--- src/rtl/seg_scan_mux.sv ---
// ---------------------------------------------------------------------------
// seg_scan_mux
//   Drives a 4-digit multiplexed 7-segment display from four BCD digits.
//   A free-running divider steps one digit slot every SCAN_DIV clocks. The
//   first BLANK_CYC clocks of each slot turn every digit off, which keeps the
//   previous digit's segments from ghosting onto the next one. Digits and
//   decimal points are copied into a shadow register only once per frame, so
//   a single frame always shows one coherent value.
//
// Ports
//   clk      in   system clock
//   rst      in   asynchronous active-high reset
//   digits   in   four BCD nibbles, [3:0] = digit 0 (rightmost)
//   dp_en    in   decimal-point enable per digit
//   blank_lz in   1 = blank leading zeros (sampled live, not shadowed)
//   Y        out  segment drive, Y[6:0] = g..a, Y[7] = dp (registered)
//   scan     out  one-hot digit enable, or all-off during blanking (registered)
// ---------------------------------------------------------------------------
module seg_scan_mux #(
   parameter int unsigned SCAN_DIV  = 10000,
   parameter int unsigned BLANK_CYC = 2
) (
   input  logic        clk,
   input  logic        rst,
   input  logic [15:0] digits,
   input  logic [3:0]  dp_en,
   input  logic        blank_lz,
   output logic [7:0]  Y,
   output logic [3:0]  scan
);

   localparam logic [15:0] CntMax   = 16'(SCAN_DIV - 1);
   localparam logic [15:0] BlankCnt = 16'(BLANK_CYC);

   logic [15:0] cnt_q, cnt_d;
   logic [1:0]  idx_q, idx_d;
   logic [15:0] sh_dig_q, sh_dig_d;
   logic [3:0]  sh_dp_q, sh_dp_d;
   logic        load_pend_q;
   logic [7:0]  y_q, y_d;
   logic [3:0]  scan_q, scan_d;

   logic        slot_end;
   logic        capture;
   logic [3:0]  nib;
   logic [6:0]  seg;
   logic        upper_zero;

   always_comb begin
      slot_end = (cnt_q == CntMax);
      cnt_d    = slot_end ? 16'd0 : cnt_q + 16'd1;
      idx_d    = slot_end ? idx_q + 2'd1 : idx_q;

      // Capture on the first clock after reset and on the last clock of a frame.
      capture  = load_pend_q | (slot_end & (idx_q == 2'd3));
      sh_dig_d = capture ? digits : sh_dig_q;
      sh_dp_d  = capture ? dp_en : sh_dp_q;

      nib = sh_dig_q[{idx_q, 2'b00} +: 4];

      unique case (nib)
         4'd0:    seg = 7'b0111111;
         4'd1:    seg = 7'b0000110;
         4'd2:    seg = 7'b1011011;
         4'd3:    seg = 7'b1001111;
         4'd4:    seg = 7'b1100110;
         4'd5:    seg = 7'b1101101;
         4'd6:    seg = 7'b1111101;
         4'd7:    seg = 7'b0000111;
         4'd8:    seg = 7'b1111111;
         4'd9:    seg = 7'b1101111;
         default: seg = 7'b1000000;  // invalid BCD shows a dash
      endcase

      // This digit and all digits above it are zero; digit 0 never qualifies.
      // Invalid nibbles are nonzero, so they stop the blanking run.
      unique case (idx_q)
         2'd3:    upper_zero = (sh_dig_q[15:12] == 4'd0);
         2'd2:    upper_zero = (sh_dig_q[15:8] == 8'd0);
         2'd1:    upper_zero = (sh_dig_q[15:4] == 12'd0);
         default: upper_zero = 1'b0;
      endcase

      if (cnt_q < BlankCnt) begin
         scan_d = 4'b0000;
         y_d    = 8'h00;
      end else begin
         scan_d = 4'b0001 << idx_q;
         y_d    = {sh_dp_q[idx_q], (blank_lz & upper_zero) ? 7'b0000000 : seg};
      end
   end

   always_ff @(posedge clk or posedge rst) begin
      if (rst) begin
         cnt_q       <= 16'd0;
         idx_q       <= 2'd0;
         sh_dig_q    <= 16'd0;
         sh_dp_q     <= 4'd0;
         load_pend_q <= 1'b1;
         y_q         <= 8'h00;
         scan_q      <= 4'b0001;
      end else begin
         cnt_q       <= cnt_d;
         idx_q       <= idx_d;
         sh_dig_q    <= sh_dig_d;
         sh_dp_q     <= sh_dp_d;
         load_pend_q <= 1'b0;
         y_q         <= y_d;
         scan_q      <= scan_d;
      end
   end

   assign Y    = y_q;
   assign scan = scan_q;

endmodule

--- config.mk ---
export PLATFORM = sky130hd
export DESIGN_NAME = seg_scan_mux
export DESIGN_NICKNAME = d
export VERILOG_FILES = /design/src/rtl/seg_scan_mux.sv
export SDC_FILE = /design/constraint.sdc
export NUM_CORES = 1
export LEC_CHECK = 0
export ABC_AREA = 1
export BUFFER_PORTS_ARGS = -buffer_cell sky130_fd_sc_hd__buf_4
export CORE_MARGIN = 8
export CORE_UTILIZATION = 55
export CTS_BUF_LIST = sky130_fd_sc_hd__clkbuf_16
export DETAILED_ROUTE_END_ITERATION = 12
export GPL_TIMING_DRIVEN = 0
export PLACE_DENSITY = 0.89
export SYNTH_ARGS = -nofsm -noshare
export SYNTH_HDL_FRONTEND = slang
export SYNTH_SLANG_ARGS = --single-unit
--- constraint.sdc ---
create_clock -name clk -period 3.05 [get_ports clk]
set_clock_uncertainty 0.05 [all_clocks]
set_input_delay 0.305 -clock clk [delete_from_list [all_inputs] [get_ports clk]]
set_output_delay 0.305 -clock clk [all_outputs]
set_load 0.05 [all_outputs]
==> flow_metrics.env <==
export IMPL_timing_hold_worst_path_depth=3
export IMPL_antenna_violating_nets_post_route=0
export IMPL_design_area_um2=3090
export IMPL_worst_setup_path_type="reg -> reg"
export IMPL_synth_yosys_seq_area_share_pct=49.8
export IMPL_cts_root_buffer="clkbuf_16"
export IMPL_hold_end="sh_dig_q[8]"
export IMPL_post_cts_setup_buffer_count=0
export IMPL_netlist_top_cells_count="nand2_1 (92), dfrtp_1 (49), nor2_1 (42)"
export IMPL_synth_area_top_cells="dfrtp_1 (48%), nand2_1 (13%), nor2_1 (6.1%)"
export IMPL_final_nets=394
export IMPL_crit_required_ns=3.22
export IMPL_cts_max_level=2
export IMPL_die_area_um2=7110
export IMPL_post_place_cells=406
export IMPL_worst_path_max_delay_cell="dfrtp_1"
export IMPL_grt_start_max_net_pins=32
export IMPL_post_synth_instance_area_um2=2570
export IMPL_final_setup_tns_ns=0
export IMPL_syn_instance_count=317
export IMPL_clock_insertion_delay_worst_skew_ns=0.29
export IMPL_synth_top_area_share_pct=47.7
export IMPL_place_port_buffers=34
export IMPL_async_reset_ff_share_pct=100
export IMPL_area_growth_pct=20.1
export IMPL_timing_critical_path_buf_inv=3
export IMPL_cts_inserted_buffers=5
export IMPL_final_min_period_over_clock_period_pct=65.9
export IMPL_routed_via_count=2144
export IMPL_rows=25
export IMPL_design_portCount=35
export IMPL_ys_dominant_reg_cell="dfrtp_1"
export IMPL_lkg_pwr_nw=1.65
export IMPL_critPathMaxStageDelay_ns=0.45
export IMPL_yosysWarnings=0
export IMPL_cp_max_fo=12
export IMPL_die_height_um=84.3
export IMPL_yosys_area_top_type="dfrtp_1"
export IMPL_half_perimeter_wire_length_after_detailed_placement_um=3860
export IMPL_cts_buffer_depth=2
export IMPL_gr_total_overflow=0
export IMPL_drtIter0Drc=129
export IMPL_fill_cells=383
export IMPL_overall_power_w=0.00158
export IMPL_synth_net_count=351
export IMPL_ff2ff_setup_slack_ns=1.04
export IMPL_core_region_area_um2=4600
export IMPL_timing_final_ws_setup_ns=1.04
export IMPL_syn_area_per_cell_um2=8.10
export IMPL_cts_clk_slew_worst_paths_ns=0.07
export IMPL_timing_max_cap_violations=0
export IMPL_grt_util_met3_pct=3.97
export IMPL_register_to_register_path_depth=9
export IMPL_final_max_slew_violation_count=0
export IMPL_synth_most_common_cell="nand2_1"
export IMPL_critical_path_endpoint_type="flip-flop"
export IMPL_drive_gt1_share_pct=19.9
export IMPL_first_global_vias=2083
export IMPL_crit_path_start_kind="flip-flop"
export IMPL_global_route_usage_met1_pct=20.1
export IMPL_grtUsageMet2_pct=24.4
export IMPL_cpLargestDelayFamily="flip-flops"
export IMPL_globalRoute_busiestLayer="met2"
export IMPL_final_period_minus_worst_setup_slack_ns=2.01
export IMPL_route_detailed_wl_per_inst_um=12.9
export IMPL_gr_usage_total_pct=15.5
export IMPL_vias_per_cell=5.17
export IMPL_timing_critical_path_depth=9
export IMPL_r2r_end="Y[3]"
export IMPL_final_weighted_congestion_in_routability_driven_placement=0.858
export IMPL_status="finished clean"
export IMPL_worst_endpoint_arrival_ns=2.18
export IMPL_grt_first_pass_wirelength_um=9230
export IMPL_dpl_instance_area_um2=2910
export IMPL_antenna_cells_inserted=0
export IMPL_number_of_register_bits_inferred_by_synthesis=51
export IMPL_route_final_wire_length_um=5360
export IMPL_final_hold_violation_count=0
export IMPL_tritoncts_clock_tree="built"
export IMPL_post_route_drc_count=0
export IMPL_cellPowerDensity_nw_per_um2=512
export IMPL_setup_viol_count_final=0
export IMPL_worstHoldPathType="in -> reg"
export IMPL_peakVddDrop_mv=0.252
export IMPL_holdCritStartpoint="digits[8]"
export IMPL_r2r_start="idx_q[0]"
export IMPL_synth_lib_cells_used_distinct=29
export IMPL_die_width_um=84.3
export IMPL_timing_fmax_ghz=0.498
export IMPL_placement_setup_worst_slack_ns=1.05
export IMPL_setup_repair_after_global_routing_missed_its_margin="no"
export IMPL_crit_path_cell_trace="inv_2 -> nand2_1 -> a32oi_1 -> inv_1 -> ha_1 -> inv_1 -> nor2_1 -> nor2_1 -> nor2_2"
export IMPL_numClockSinks=51
export IMPL_floorplan_initialDensity_pct=55.9
export IMPL_dr_pass1_iters=4
export IMPL_synth_edf_count=0
export IMPL_crit_path_start="idx_q[0]"
export IMPL_post_layout_nonfiller_instances=415
export IMPL_grt_antenna_before_repair=0
## routing by layer
metal / wire, um / share of wire (%)
met5: 0 / 0
met4: 82 / 1.5
met3: 255 / 4.8
met2: 2580 / 48
met1: 2450 / 46
## through the flow
step | util [%] | hold slack [ns]
2_1_floorplan | - | 0.365
3_3_place_gp | 62.9 | 0.404
3_5_place_dp | 63.3 | 0.296
4_1_cts | 67.1 | 0.152
5_1_grt | 67.1 | 0.157
6_report | 67.1 | 0.158
## flip-flops by register name, summed over array words and instances (netlist names)
register	cells
Y	8
cnt_q	16
idx_q	2
load_pend_q	1
scan	4
sh_dig_q	16
sh_dp_q	4
## area by class of cell
cell class | count | area (um^2) | area share [%]
multi-input cells | 223 | 1110 | 35.9
plain buffers | 7 | 47.5 | 1.54
clock inverters | 3 | 38.8 | 1.26
inverters | 36 | 135 | 4.38
clock buffers | 5 | 125 | 4.06
flip-flops and latches | 51 | 1280 | 41.4
repair buffers | 36 | 285 | 9.25
well taps | 54 | 67.6 | 2.19
## cell families (layout without fill, tap and decap cells)
kind of cell	after synthesis	after routing	share of synthesized area, %
simple gates	189	189	31.7
flops	51	51	49.8
buf+inv	43	87	7.11
compound gates	14	14	3.22
fa+ha+maj	11	11	5.36
xor+xnor	8	8	2.73
other cells	1	1	0.146
## worst min-delay path, stage by stage
cell and delay (ns):
buf_4 0.07, nand2_1 0.04, nand2_1 0.04
## layout by cell type (no fill, tap or decap), types with 2 or more instances in the layout
cell	instances
a21oi_1	2
buf_1	2
buf_2	2
buf_4	35
buf_6	2
clkbuf_16	5
dfrtp_1	49
dfstp_2	2
ha_1	11
inv_1	28
inv_2	8
nand2_1	92
nand2_2	4
nand3_1	31
nand4_1	3
nor2_1	42
nor2_2	9
nor3_1	3
nor3b_1	3
o21ai_0	3
o21ai_1	4
xor2_1	8
## repair_timing
action                    in CTS  in global routing
hold endpoints to repair      20                  0
hold buffers                   1                  0
resized for setup              0                  0
## worst max path at each step
stage | to
after detailed placement | Y[3]
after global placement | sh_dig_q[7]
after floorplan | Y[3]
after global routing | Y[3]
after CTS | Y[3]
final | Y[3]
## power breakdown
part / switching, W / internal, W / total, W / leakage (nW)
Clock: 0.000237 / 0.000383 / 0.000620 / 0.0812
Combinational: 0.000139 / 0.0000796 / 0.000218 / 0.937
Sequential: 0.0000241 / 0.000717 / 0.000741 / 0.634
Total: 0.000400 / 0.00118 / 0.00158 / 1.65
Note: power is estimated with default switching activity, not from simulation.
